`src/rtl/dds_addr_gen_pkg.sv`:
```
// rtl/dds_addr_gen_pkg.sv - shared widths, reset constants and helpers for the DDS address generator
package dds_addr_gen_pkg;

  localparam int ACC_W  = 24;
  localparam int ADDR_W = 10;
  localparam int DIV_W  = 16;
  localparam logic [DIV_W-1:0] DIV_RST = 16'd2500;

  // A divider period of 0 or 1 both mean "strobe every cycle".
  function automatic logic [DIV_W-1:0] norm_div(input logic [DIV_W-1:0] d);
    logic [DIV_W-1:0] one;
    one = {{(DIV_W-1){1'b0}}, 1'b1};
    return (d < 2) ? one : d;
  endfunction

endpackage

```
`src/rtl/dds_addr_gen_sample_pacer.sv`:
```
// rtl/dds_addr_gen_sample_pacer.sv - programmable-period tick generator (divider counter plus boundary pulse)
import dds_addr_gen_pkg::*;

module sample_pacer #(
  parameter int W = DIV_W
) (
  input  logic         CLOCK_50,
  input  logic         reset,
  input  logic         enable,
  input  logic [W-1:0] period,
  output logic         tick
);

  logic [W-1:0] div_cnt;
  logic         last;

  // Compared with >= so a zero period still behaves as a period of one.
  assign last = ({1'b0, div_cnt} + {{W{1'b0}}, 1'b1}) >= {1'b0, period};
  assign tick = enable && last;

  always_ff @(posedge CLOCK_50) begin
    if (reset) begin
      div_cnt <= '0;
    end else if (enable) begin
      div_cnt <= last ? '0 : div_cnt + {{(W-1){1'b0}}, 1'b1};
    end
  end

endmodule

```
`src/rtl/dds_addr_gen.sv`:
```
// rtl/dds_addr_gen.sv - DDS phase accumulator producing ROM address and sample strobe
import dds_addr_gen_pkg::*;

module dds_addr_gen (
  input  logic              CLOCK_50,
  input  logic              reset,
  input  logic              enable,
  input  logic [ACC_W-1:0]  tw_in,
  input  logic [DIV_W-1:0]  div_in,
  input  logic              cfg_valid,
  output logic              cfg_ack,
  output logic              sample_en,
  output logic [ADDR_W-1:0] addr,
  output logic              wrap
);

  logic [ACC_W-1:0] acc;
  logic [ACC_W-1:0] tw_act;
  logic [ACC_W-1:0] tw_shd;
  logic [DIV_W-1:0] div_act;
  logic [DIV_W-1:0] div_shd;
  logic             pend;
  logic             boundary;
  logic             capture;
  logic [ACC_W:0]   sum;

  sample_pacer #(.W(DIV_W)) u_pacer (
    .CLOCK_50 (CLOCK_50),
    .reset    (reset),
    .enable   (enable),
    .period   (div_act),
    .tick     (boundary)
  );

  assign capture = cfg_valid && !pend;
  assign sum     = {1'b0, acc} + {1'b0, tw_act};

  always_ff @(posedge CLOCK_50) begin
    if (reset) begin
      acc       <= '0;
      tw_act    <= '0;
      div_act   <= DIV_RST;
      tw_shd    <= '0;
      div_shd   <= '0;
      pend      <= 1'b0;
      cfg_ack   <= 1'b0;
      sample_en <= 1'b0;
      addr      <= '0;
      wrap      <= 1'b0;
    end else begin
      cfg_ack   <= capture;
      sample_en <= boundary;
      wrap      <= 1'b0;
      if (boundary) begin
        acc  <= sum[ACC_W-1:0];
        addr <= sum[ACC_W-1 -: ADDR_W];
        wrap <= sum[ACC_W];
        // Only a config captured before this cycle is applied; a same-cycle capture waits a period.
        if (pend) begin
          tw_act  <= tw_shd;
          div_act <= div_shd;
          pend    <= 1'b0;
        end
      end
      if (capture) begin
        tw_shd  <= tw_in;
        div_shd <= norm_div(div_in);
        pend    <= 1'b1;
      end
    end
  end

endmodule

```
`config.mk`:
```
export PLATFORM = sky130hd
export DESIGN_NAME = dds_addr_gen
export DESIGN_NICKNAME = d
export VERILOG_FILES = /design/src/rtl/dds_addr_gen_pkg.sv /design/src/rtl/dds_addr_gen_sample_pacer.sv /design/src/rtl/dds_addr_gen.sv
export SDC_FILE = /design/constraint.sdc
export NUM_CORES = 1
export LEC_CHECK = 0
export BUFFER_PORTS_ARGS = -buffer_cell sky130_fd_sc_hd__buf_2
export CORE_UTILIZATION = 40
export CTS_CLUSTER_DIAMETER = 150
export CTS_CLUSTER_SIZE = 40
export DETAILED_ROUTE_END_ITERATION = 7
export PLACE_DENSITY = 0.64
export REMOVE_ABC_BUFFERS = 1
export SLEW_MARGIN = 10
export SYNTH_ARGS = -nofsm -noshare
export SYNTH_HDL_FRONTEND = slang
export SYNTH_HIERARCHICAL = 1
export SYNTH_SLANG_ARGS = --single-unit
```
`constraint.sdc`:
```
create_clock -name CLOCK_50 -period 9.8 [get_ports CLOCK_50]
set_clock_uncertainty 0.1 [all_clocks]
set_input_delay 0.98 -clock CLOCK_50 [delete_from_list [all_inputs] [get_ports CLOCK_50]]
set_output_delay 0.98 -clock CLOCK_50 [all_outputs]
set_load 0.05 [all_outputs]
```
==> results.cfg <==
[synth]
yosys.area.top_type_share_pct = 37.8
synthMuxAreaShare_pct = 1.37
ys_ff_latch = 124
synth.largest_area_cell = dfxtp_1
yosys.area_share.adder_pct = 8.12
async_flop_share_pct = 0
synth.area.top_cells = dfxtp_1, nand2_1, a21oi_1
netlist_instances = 820
ys_warn_count = 6
synth_cell_types = 67
synth.avg_cell_area_sq_um = 8.00
synth-edff-count = 0
synth_flop_cell = dfxtp_1
synth_simple_gate_area_share_pct = 23.7
synth_top_family_by_area = simple AND/OR/NAND/NOR gates
ys_seq_area_share_pct = 37.8
synth_compound_area_share_pct = 19.6
synth_xor_area_share_pct = 3.34
synth_area_sq_um = 6560

[setup_path]
r2r-end = addr[9]
crit_type = flop to flop
end_kind = flop
worstPathArrival_ns = 5.48
rr_worst_depth = 17
reg2reg_slack_ns = 4.53
cp_data_required_time_ns = 10.01
rr_startpoint = u_pacer/div_cnt[0]
cp-start-kind = flop
path_max_fanout = 20

[global_route]
grt_start_max_net_pins = 62
antenna_found_initial = 0
first_global_vias = 5115
grt_overflow = 0
track_usage_pct = 18.9
grt_pass1_wl_um = 25100

[drt]
top_layer = met4
wl_met1_um = 7640
first_iter_violations = 288
viasPerCell = 5.25
num_vias = 5616
wl_um = 15000
drt-pass1-iter-count = 5
post_drt_wl_per_cell_um = 14.0
drcViolationCount = 0
met2WireLength_um = 6480
ant_nets = 0
met3RoutedLength_um = 689

[floorplanning]
initial_core_util_pct = 41.2
row_count = 46
pin_count = 57
chipWidth_um = 130
chipHeight_um = 130
dieArea_sq_um = 16900
coreArea_sq_um = 15900

[timing]
fmax_mhz = 190
fin_tns_setup_ns = 0
hold_viol = 0
setup_slack_ns = 4.53
post-route-min-period_ns = 5.27
setup_violations = 0
relSlewSlack_pct = 28.1
maxSlewViolCount = 0
grt_setup_unrepaired = no
fin_crit_sh_pct = 53.8
worstMarginPinSlew_ns = 1.07

[finish]
nNetsFinal = 927
diodes = 0
final_util_pct = 47.1
n_fill_cell = 1597
instances_no_fill = 1069
drive_above_1_share_pct = 12.7
areaGrowthSynthToFinish_pct = 14.5

[pwr]
leakage_nw = 3.06
switchingPower_w = 0.000259
powerDensity_nw_per_um2 = 168
internal_power_w = 0.00100
p_clk_share_pct = 54.1
switching_share_pct = 20.6
seqPwrFrac_pct = 41.6
vdd_drop_max_v = 0.000128
p_comb_share_pct = 4.3

[cts]
worstSkewPairLatency_ns = 0.41
clock_sinks = 124
cts_tree = done
cts_setup_buffers = 0
cts_buffers = 17
clk_pin_slew_ns = 0.05
cts_max_level = 4
cts_root_buffer = clkbuf_16
cts_buffer_depth = 2
cts-resized-gates = 0
cts_hold_buf = 0

[placed_design]
place.gp.congestion = 0.857
placed_cells = 1038
dp_slack_ns = 4.58
numPortBuffers = 56
hpwl_um = 10200

[run]
drv_cap = 0

[min_path]
min_to = tw_act[6]
hold_class = flop to flop
worstHoldStart = tw_shd[6]
holdPathStages = 2

[run_status]
outcome = finished, final reports clean
-- worst max-delay path by stage --
stage                    to          startpoint  slack (ns)
floorplan           addr[3]  u_pacer/div_cnt[2]        5.01
global route        addr[9]  u_pacer/div_cnt[0]        3.92
finish              addr[9]  u_pacer/div_cnt[0]        4.53
CTS                 addr[7]  u_pacer/div_cnt[0]        4.54
global placement    addr[7]  u_pacer/div_cnt[2]        4.74
detailed placement  addr[7]  u_pacer/div_cnt[0]        4.58
-- sequential cells by signal, summed over array words and instances, names as in the netlist --
name	count
acc	14
div_act	16
div_shd	16
sample_en	1
addr	10
tw_shd	24
wrap	1
pend	1
u_pacer/div_cnt	16
cfg_ack	1
tw_act	24
-- area by class of cell --
class | count | area [sq um] | share of cell area [%]
Multi-Input combinational cell | 609 | 3690 | 49.1
Sequential cell | 124 | 2480 | 33.0
Clock buffer | 25 | 515 | 6.86
Timing Repair Buffer | 61 | 320 | 4.26
Tap cell | 216 | 270 | 3.60
Clock inverter | 6 | 130 | 1.73
Inverter | 28 | 105 | 1.40
-- metal layers --
layer / up-vias / global-route usage (%)
li1: 2900 / -
met4: 0 / 6.09
met5: - / 0
met2: 142 / 28.7
met1: 2559 / 26.4
met3: 15 / 4.31
-- layout by cell type, fill, tap and decap left out, drive strengths merged, types with 2 or more instances in the layout --
cell type | netlist | routed
nand2 | 197 | 197
dfxtp | 124 | 124
a21oi | 109 | 109
buf | 22 | 61
ha | 41 | 41
nor2 | 37 | 37
inv | 28 | 28
clkbuf | 37 | 25
nand3 | 20 | 20
nor3 | 19 | 19
o21ai | 19 | 19
xnor2 | 18 | 18
nand4 | 16 | 16
a21o | 12 | 12
mux2i | 9 | 9
a221o | 8 | 8
and3 | 7 | 7
or3 | 7 | 7
xor2 | 7 | 7
o32ai | 7 | 7
nor4 | 7 | 7
nand2b | 6 | 6
o21bai | 6 | 6
nand3b | 5 | 5
a211oi | 5 | 5
bufinv | 0 | 4
or4 | 4 | 4
nor2b | 4 | 4
o211ai | 4 | 4
o21a | 3 | 3
o22ai | 3 | 3
a32o | 3 | 3
o31ai | 3 | 3
o2111ai | 2 | 2
and2 | 2 | 2
clkinv | 0 | 2
a22o | 2 | 2
a221oi | 2 | 2
and4 | 2 | 2
o311ai | 2 | 2
-- worst max-delay path, cell delays in order, from the launching register on --
cell       delay, ns
dfxtp_1         0.45
nand3_1         0.32
nor3_1          0.46
nand3_1         0.18
xnor2_1         0.16
ha_1            0.32
nand4_1         0.11
nor2_1          0.17
nand2_1         0.07
o21ai_1         0.80
nor4_1          0.11
nor2_1          0.14
buf_4           0.25
nand2b_1        0.45
inv_1           0.60
o2111ai_1       0.20
a21o_1          0.21
o311ai_2        0.07
-- metrics by stage --
step           total power, W  cell area (sq um)  hold WS [ns]
3_3_place_gp         0.000588               6870         0.342
2_1_floorplan        0.000560               6270         0.326
3_5_place_dp         0.000589               6870         0.345
6_report              0.00126               7510         0.349
4_1_cts               0.00127               7510         0.354
5_1_grt               0.00130               7510         0.369
-- kinds of logic after synthesis --
group	after synthesis
adders and majority gates	42
buffers and inverters	87
xor gates and xnor gates	25
muxes	9
DFF	124
and+or+nand+nor	335
AOI/OAI and AO/OA	198
-- cell usage after synthesis, types with 3 or more instances --
master,count
mux2i_1,9
ha_1,41
buf_2,6
a21oi_1,108
a221o_1,8
o21a_1,3
nand3_1,18
xor2_1,7
or4_1,3
clkbuf_1,37
nor2b_1,4
nand4_1,14
nand3b_1,5
nand2_1,197
nor4_1,6
or3_1,7
and3_1,7
o22ai_1,3
a32o_1,3
buf_6,3
o21ai_0,15
nand2b_1,6
a211oi_1,5
inv_1,28
xnor2_1,18
o32ai_1,7
nor3_1,17
buf_4,11
o21ai_1,4
o21bai_1,6
nor2_1,36
a21o_1,12
dfxtp_1,124
-- power groups by stage --
stage	Combinational (W)	Sequential, W	Clock [W]
detailed placement	0.0000546	0.000534	0
finish	0.0000542	0.000524	0.000681
global route	0.0000615	0.000525	0.000719
CTS	0.0000548	0.000524	0.000695
global placement	0.0000542	0.000534	0
floorplan	0.0000267	0.000533	0
Power figures use the tool's default switching activity.
